File: src/rtl/mem_bus_arbiter.sv
// Two-master arbiter for the native valid/ready memory bus.
// One request is in flight at a time; the grant is held until the slave
// completes, the granted master aborts, or the watchdog forces completion.
// Every completion is followed by a one-cycle turnaround so the master can
// drop valid before the next arbitration.
module mem_bus_arbiter #(
  parameter bit          FIXED_PRIO     = 1'b0,
  parameter int unsigned TIMEOUT_CYCLES = 1024,
  parameter logic [31:0] TIMEOUT_RDATA  = 32'hDEAD_BEEF
) (
  input  logic        clk_i,
  input  logic        rst_i,
  input  logic        m0_valid_i,
  input  logic [31:0] m0_addr_i,
  input  logic [31:0] m0_wdata_i,
  input  logic [3:0]  m0_wstrb_i,
  output logic [31:0] m0_rdata_o,
  output logic        m0_ready_o,
  input  logic        m1_valid_i,
  input  logic [31:0] m1_addr_i,
  input  logic [31:0] m1_wdata_i,
  input  logic [3:0]  m1_wstrb_i,
  output logic [31:0] m1_rdata_o,
  output logic        m1_ready_o,
  output logic        s_valid_o,
  output logic [31:0] s_addr_o,
  output logic [31:0] s_wdata_o,
  output logic [3:0]  s_wstrb_o,
  input  logic [31:0] s_rdata_i,
  input  logic        s_ready_i,
  output logic [1:0]  grant_o,
  output logic        timeout_o
);

  // Watchdog counter only needs to reach TIMEOUT_CYCLES-1.
  localparam int unsigned    WD_W    = (TIMEOUT_CYCLES > 1) ? $clog2(TIMEOUT_CYCLES) : 1;
  localparam bit             WD_EN   = (TIMEOUT_CYCLES != 0);
  localparam logic [WD_W-1:0] WD_LAST = WD_W'(TIMEOUT_CYCLES - 1);

  typedef enum logic [1:0] {
    IDLE = 2'd0,
    BUSY = 2'd1,
    DONE = 2'd2
  } state_t;

  state_t          state_q, state_d;
  logic [1:0]      grant_q, grant_d;   // one-hot owner, bit 0 = master 0
  logic            last_q, last_d;     // 1 = master 1 completed most recently
  logic [WD_W-1:0] wd_q, wd_d;
  logic            g_valid;
  logic            wd_hit;
  logic            rdy;
  logic [31:0]     rdat;

  assign g_valid = grant_q[1] ? m1_valid_i : m0_valid_i;
  assign wd_hit  = WD_EN && (wd_q == WD_LAST);

  // Control registers: state, owner, round-robin history and watchdog.
  always_ff @(posedge clk_i) begin
    if (rst_i) begin
      state_q <= IDLE;
      grant_q <= 2'b00;
      last_q  <= 1'b1;
      wd_q    <= '0;
    end else begin
      state_q <= state_d;
      grant_q <= grant_d;
      last_q  <= last_d;
      wd_q    <= wd_d;
    end
  end

  // Arbitration, bus muxing, completion routing and watchdog next-state.
  always_comb begin
    state_d   = state_q;
    grant_d   = grant_q;
    last_d    = last_q;
    wd_d      = wd_q;
    s_valid_o = 1'b0;
    s_addr_o  = '0;
    s_wdata_o = '0;
    s_wstrb_o = '0;
    grant_o   = 2'b00;
    timeout_o = 1'b0;
    rdy       = 1'b0;
    rdat      = '0;

    unique case (state_q)
      IDLE: begin
        wd_d = '0;
        if (m0_valid_i && m1_valid_i) begin
          // Contended: master 0 under fixed priority, else whoever did not go last.
          grant_d = (FIXED_PRIO || last_q) ? 2'b01 : 2'b10;
          state_d = BUSY;
        end else if (m0_valid_i) begin
          grant_d = 2'b01;
          state_d = BUSY;
        end else if (m1_valid_i) begin
          grant_d = 2'b10;
          state_d = BUSY;
        end
      end
      BUSY: begin
        grant_o   = grant_q;
        s_valid_o = g_valid;
        s_addr_o  = grant_q[1] ? m1_addr_i  : m0_addr_i;
        s_wdata_o = grant_q[1] ? m1_wdata_i : m0_wdata_i;
        s_wstrb_o = grant_q[1] ? m1_wstrb_i : m0_wstrb_i;
        if (!g_valid) begin
          // Master withdrew its request: release the bus silently.
          state_d = IDLE;
          grant_d = 2'b00;
          wd_d    = '0;
        end else if (s_ready_i) begin
          rdy     = 1'b1;
          rdat    = s_rdata_i;
          last_d  = grant_q[1];
          state_d = DONE;
        end else if (wd_hit) begin
          // Hung slave: withdraw the request and complete with a marker value.
          s_valid_o = 1'b0;
          timeout_o = 1'b1;
          rdy       = 1'b1;
          rdat      = TIMEOUT_RDATA;
          last_d    = grant_q[1];
          state_d   = DONE;
        end else if (WD_EN) begin
          wd_d = wd_q + 1'b1;
        end
      end
      DONE: begin
        grant_d = 2'b00;
        wd_d    = '0;
        state_d = IDLE;
      end
      default: begin
        grant_d = 2'b00;
        wd_d    = '0;
        state_d = IDLE;
      end
    endcase

    m0_ready_o = rdy & grant_q[0];
    m1_ready_o = rdy & grant_q[1];
    m0_rdata_o = (rdy & grant_q[0]) ? rdat : '0;
    m1_rdata_o = (rdy & grant_q[1]) ? rdat : '0;
  end

endmodule
File: config.mk
export PLATFORM = sky130hd
export DESIGN_NAME = mem_bus_arbiter
export DESIGN_NICKNAME = d
export VERILOG_FILES = /design/src/rtl/mem_bus_arbiter.sv
export SDC_FILE = /design/constraint.sdc
export NUM_CORES = 1
export LEC_CHECK = 0
export BUFFER_PORTS_ARGS = -buffer_cell sky130_fd_sc_hd__buf_4
export CAP_MARGIN = 0
export CORE_AREA = 2 2 120 122
export DETAILED_ROUTE_END_ITERATION = 7
export DIE_AREA = 0 0 122 124
export SYNTH_ARGS = -nofsm -noshare
export SYNTH_HDL_FRONTEND = slang
export SYNTH_SLANG_ARGS = --single-unit
export TNS_END_PERCENT = 20
File: constraint.sdc
create_clock -name clk_i -period 4 [get_ports clk_i]
set_clock_uncertainty 0.1 [all_clocks]
set_input_delay 0.4 -clock clk_i [delete_from_list [all_inputs] [get_ports clk_i]]
set_output_delay 0.4 -clock clk_i [all_outputs]
set_load 0.01 [all_outputs]
==> results.py <==
metrics = {
    "power_and_ir_drop": {
        "power_switching_w": 0.0002642,
        "p_int_w": 0.0005270,
        "p_seq_share_pct": 20.0,
        "p_per_area_mw_per_mm2": 162.9,
        "pwr-share-clk_pct": 25.2,
        "p_sw_share_pct": 33.39,
        "leakage_nw": 2.384,
        "irDropWorstVdd_v": 0.00009334,
        "pwr-share-comb_pct": 54.7,
        "p_total_w": 0.0007912,
    },
    "critical_path": {
        "arrival_ns": 2.22,
        "max_stage_delay_ns": 0.50,
        "path_class": "reg -> out",
        "crit_fanout": 26,
        "cpMaxStageDelayCell": "nand3_2",
        "cp.required_ns": 3.50,
        "crit_chain": "ha_1 -> nand3_1 -> nor2_1 -> nand3_2 -> a21oi_1 -> buf_4",
        "cp-end-kind": "output pin",
        "start_kind": "flip-flop",
    },
    "floorplan": {
        "rows": 43,
        "start_util_pct": 17.16,
        "die_area_mm2": 0.01513,
        "dieWidth_um": 122,
        "ios": 311,
        "floorplan.core_area_mm2": 0.01372,
        "die_y_um": 124,
    },
    "clock_network": {
        "post_cts_buffers": 0,
        "h-tree-depth": 1,
        "cts_resized": 0,
        "cts-root-buf": "clkbuf_16",
        "ctsHoldBuffers": 0,
        "clock_path_buffers": 2,
        "cts_tree": "built",
        "clk_latency_ns": 0.25,
        "clock-sinks": 15,
        "clk_pin_slew_worst_paths_ns": 0.05,
        "numCtsBuffers": 3,
    },
    "synth": {
        "async_flop_share_pct": 0,
        "ys_seq_area_share_pct": 12.75,
        "syn_inst": 355,
        "synth_most_common_cell": "nor2_1",
        "syn-cell-area_mm2": 0.002355,
        "ys_ff_latch": 15,
        "synth.net_count": 529,
        "synth.top_cells.by_count": "nor2_1 (81), mux2i_1 (70), a21oi_1 (52), nand2_1 (33), and3_1 (19)",
        "synth-edff-count": 0,
        "synthTopCellsByArea": "mux2i_1 (30%), nor2_1 (13%), dfxtp_1 (13%), a21oi_1 (11%), nand2_1 (5.3%)",
        "netlist.area_leader.share_pct": 29.76,
        "post_synth.cell_area_avg_um2": 6.633,
        "yosys.area.top_type": "mux2i_1",
        "synth-warning-count": 0,
        "ys.flop_type": "dfxtp_1",
        "synth_cell_types": 37,
    },
    "global_route": {
        "grt_util_all_layers_pct": 14.14,
        "grt_max_degree": 46,
        "grt_pass1_vias": 3171,
        "antenna_found_initial": 0,
        "grt_pass1_wl_um": 16800,
        "overflow": 0,
    },
    "status": {
        "status": "finished clean",
    },
    "route": {
        "wl_um": 12110,
        "drtIter0Drc": 127,
        "remaining_drc_errors": 0,
        "vias_per_cell": 4.313,
        "routedWlPerCell_um": 14.77,
        "ant_nets": 0,
        "drt_pass1_iterations": 4,
        "vias": 3537,
    },
    "sta": {
        "period_share_pct": 68.02,
        "setup_viol": 0,
        "fmax_mhz": 367.5,
        "hold_viol_final": 0,
        "worstMarginPinSlew_ns": 0.9308,
        "finalSetupTns_ns": 0,
        "rsz0062_at_grt": "false",
        "holdWs_ns": 0.2454,
        "period_minus_slack_ns": 2.721,
        "slew_headroom_pct": 37.94,
        "slew_viol_final": 0,
    },
    "layout": {
        "drive_gt1_share_pct": 50.94,
        "layoutNonFillerInstCount": 820,
        "final_nets": 815,
        "post-route-util_pct": 35.40,
        "syn_to_final_growth_pct": 106.3,
        "antenna_cells": 0,
    },
    "placement": {
        "gp_congestion": 0.7506,
        "dpl.cell_count": 816,
        "dp_hpwl_um": 10160,
        "portBuffers": 310,
    },
    "job": {
        "max_cap_violations": 0,
    },
    "hold_path": {
        "min_path_type": "in -> reg",
    },
}
layer usage:
metal	GRT usage (%)	vias up	share of wire, %
met5	0	-	0
met4	4.239	0	1.5
met3	4.075	9	11
met2	25.21	203	50
met1	16.39	1518	37
li1	-	1807	-
worst max-delay path: cells and delay by family, from the launching register on:
family                     cells  cell delay, ns
and+or+nand+nor                3            0.91
adders and majority gates      1            0.21
AOI/OAI and AO/OA              1            0.32
buffers and inverters          1            0.15
DFF                            1            0.38
area by class of cell:
class                   count  area (um^2)
fillers                  1500         8862
repair buffers            314         2357
clock buffers               3        75.07
multi-input cells         303         1876
well taps                 180        225.2
clock inverters             1        5.005
inverters                   4        15.01
flip-flops and latches     15        304.0
power by group through the flow:
stage	sequential (W)	clock (W)	combinational (W)
3_3_place_gp	0.000162	0	0.000438
3_5_place_dp	0.000162	0	0.000438
2_1_floorplan	0.000159	0	0.000186
5_1_grt	0.000159	0.000212	0.000471
4_1_cts	0.000159	0.000206	0.000439
6_report	0.000159	0.000200	0.000433
cells by family after synthesis:
kind of cell               after synthesis  share of synthesized area (%)
buffers and inverters                   37                          7.704
muxes                                   71                          30.23
DFF                                     15                          12.75
AOI/OAI and AO/OA                       71                          17.43
adders and majority gates                1                         0.5313
and+or+nand+nor                        155                          29.49
xor gates and xnor gates                 5                          1.860
final timing paths:
kind | slack, ns | startpoint | depth (start not counted) | end
setup / recovery | 1.28 | wd_q[0] | 6 | m1_rdata_o[10]
hold reg to reg | 0.38 | wd_q[1] | 2 | wd_q[1]
hold / removal | 0.25 | rst_i | 2 | grant_q[0]
setup reg to reg | 2.06 | state_q[0] | 3 | wd_q[8]
state kept, by name (all words and copies together), names as in the netlist:
signal and flops:
last_q 1, grant_q 2, state_q 2, wd_q 10
placed cells by master (no fill, tap or decap), drive strengths merged, types with 4 or more instances in the layout:
cell / instances
nor3: 4
buf: 314
nand3: 5
nand2: 33
o21ai: 6
dfxtp: 15
nor2: 81
and3: 19
a21oi: 52
mux2i: 70
per-stage QoR:
stage               worst slack, ns  cell area (um^2)
floorplan                     2.026              2355
global placement              1.468              4777
detailed placement            1.410              4777
CTS                           1.302              4857
global route                  1.049              4857
finish                        1.279              4857
(Power assumes the default switching activity.)
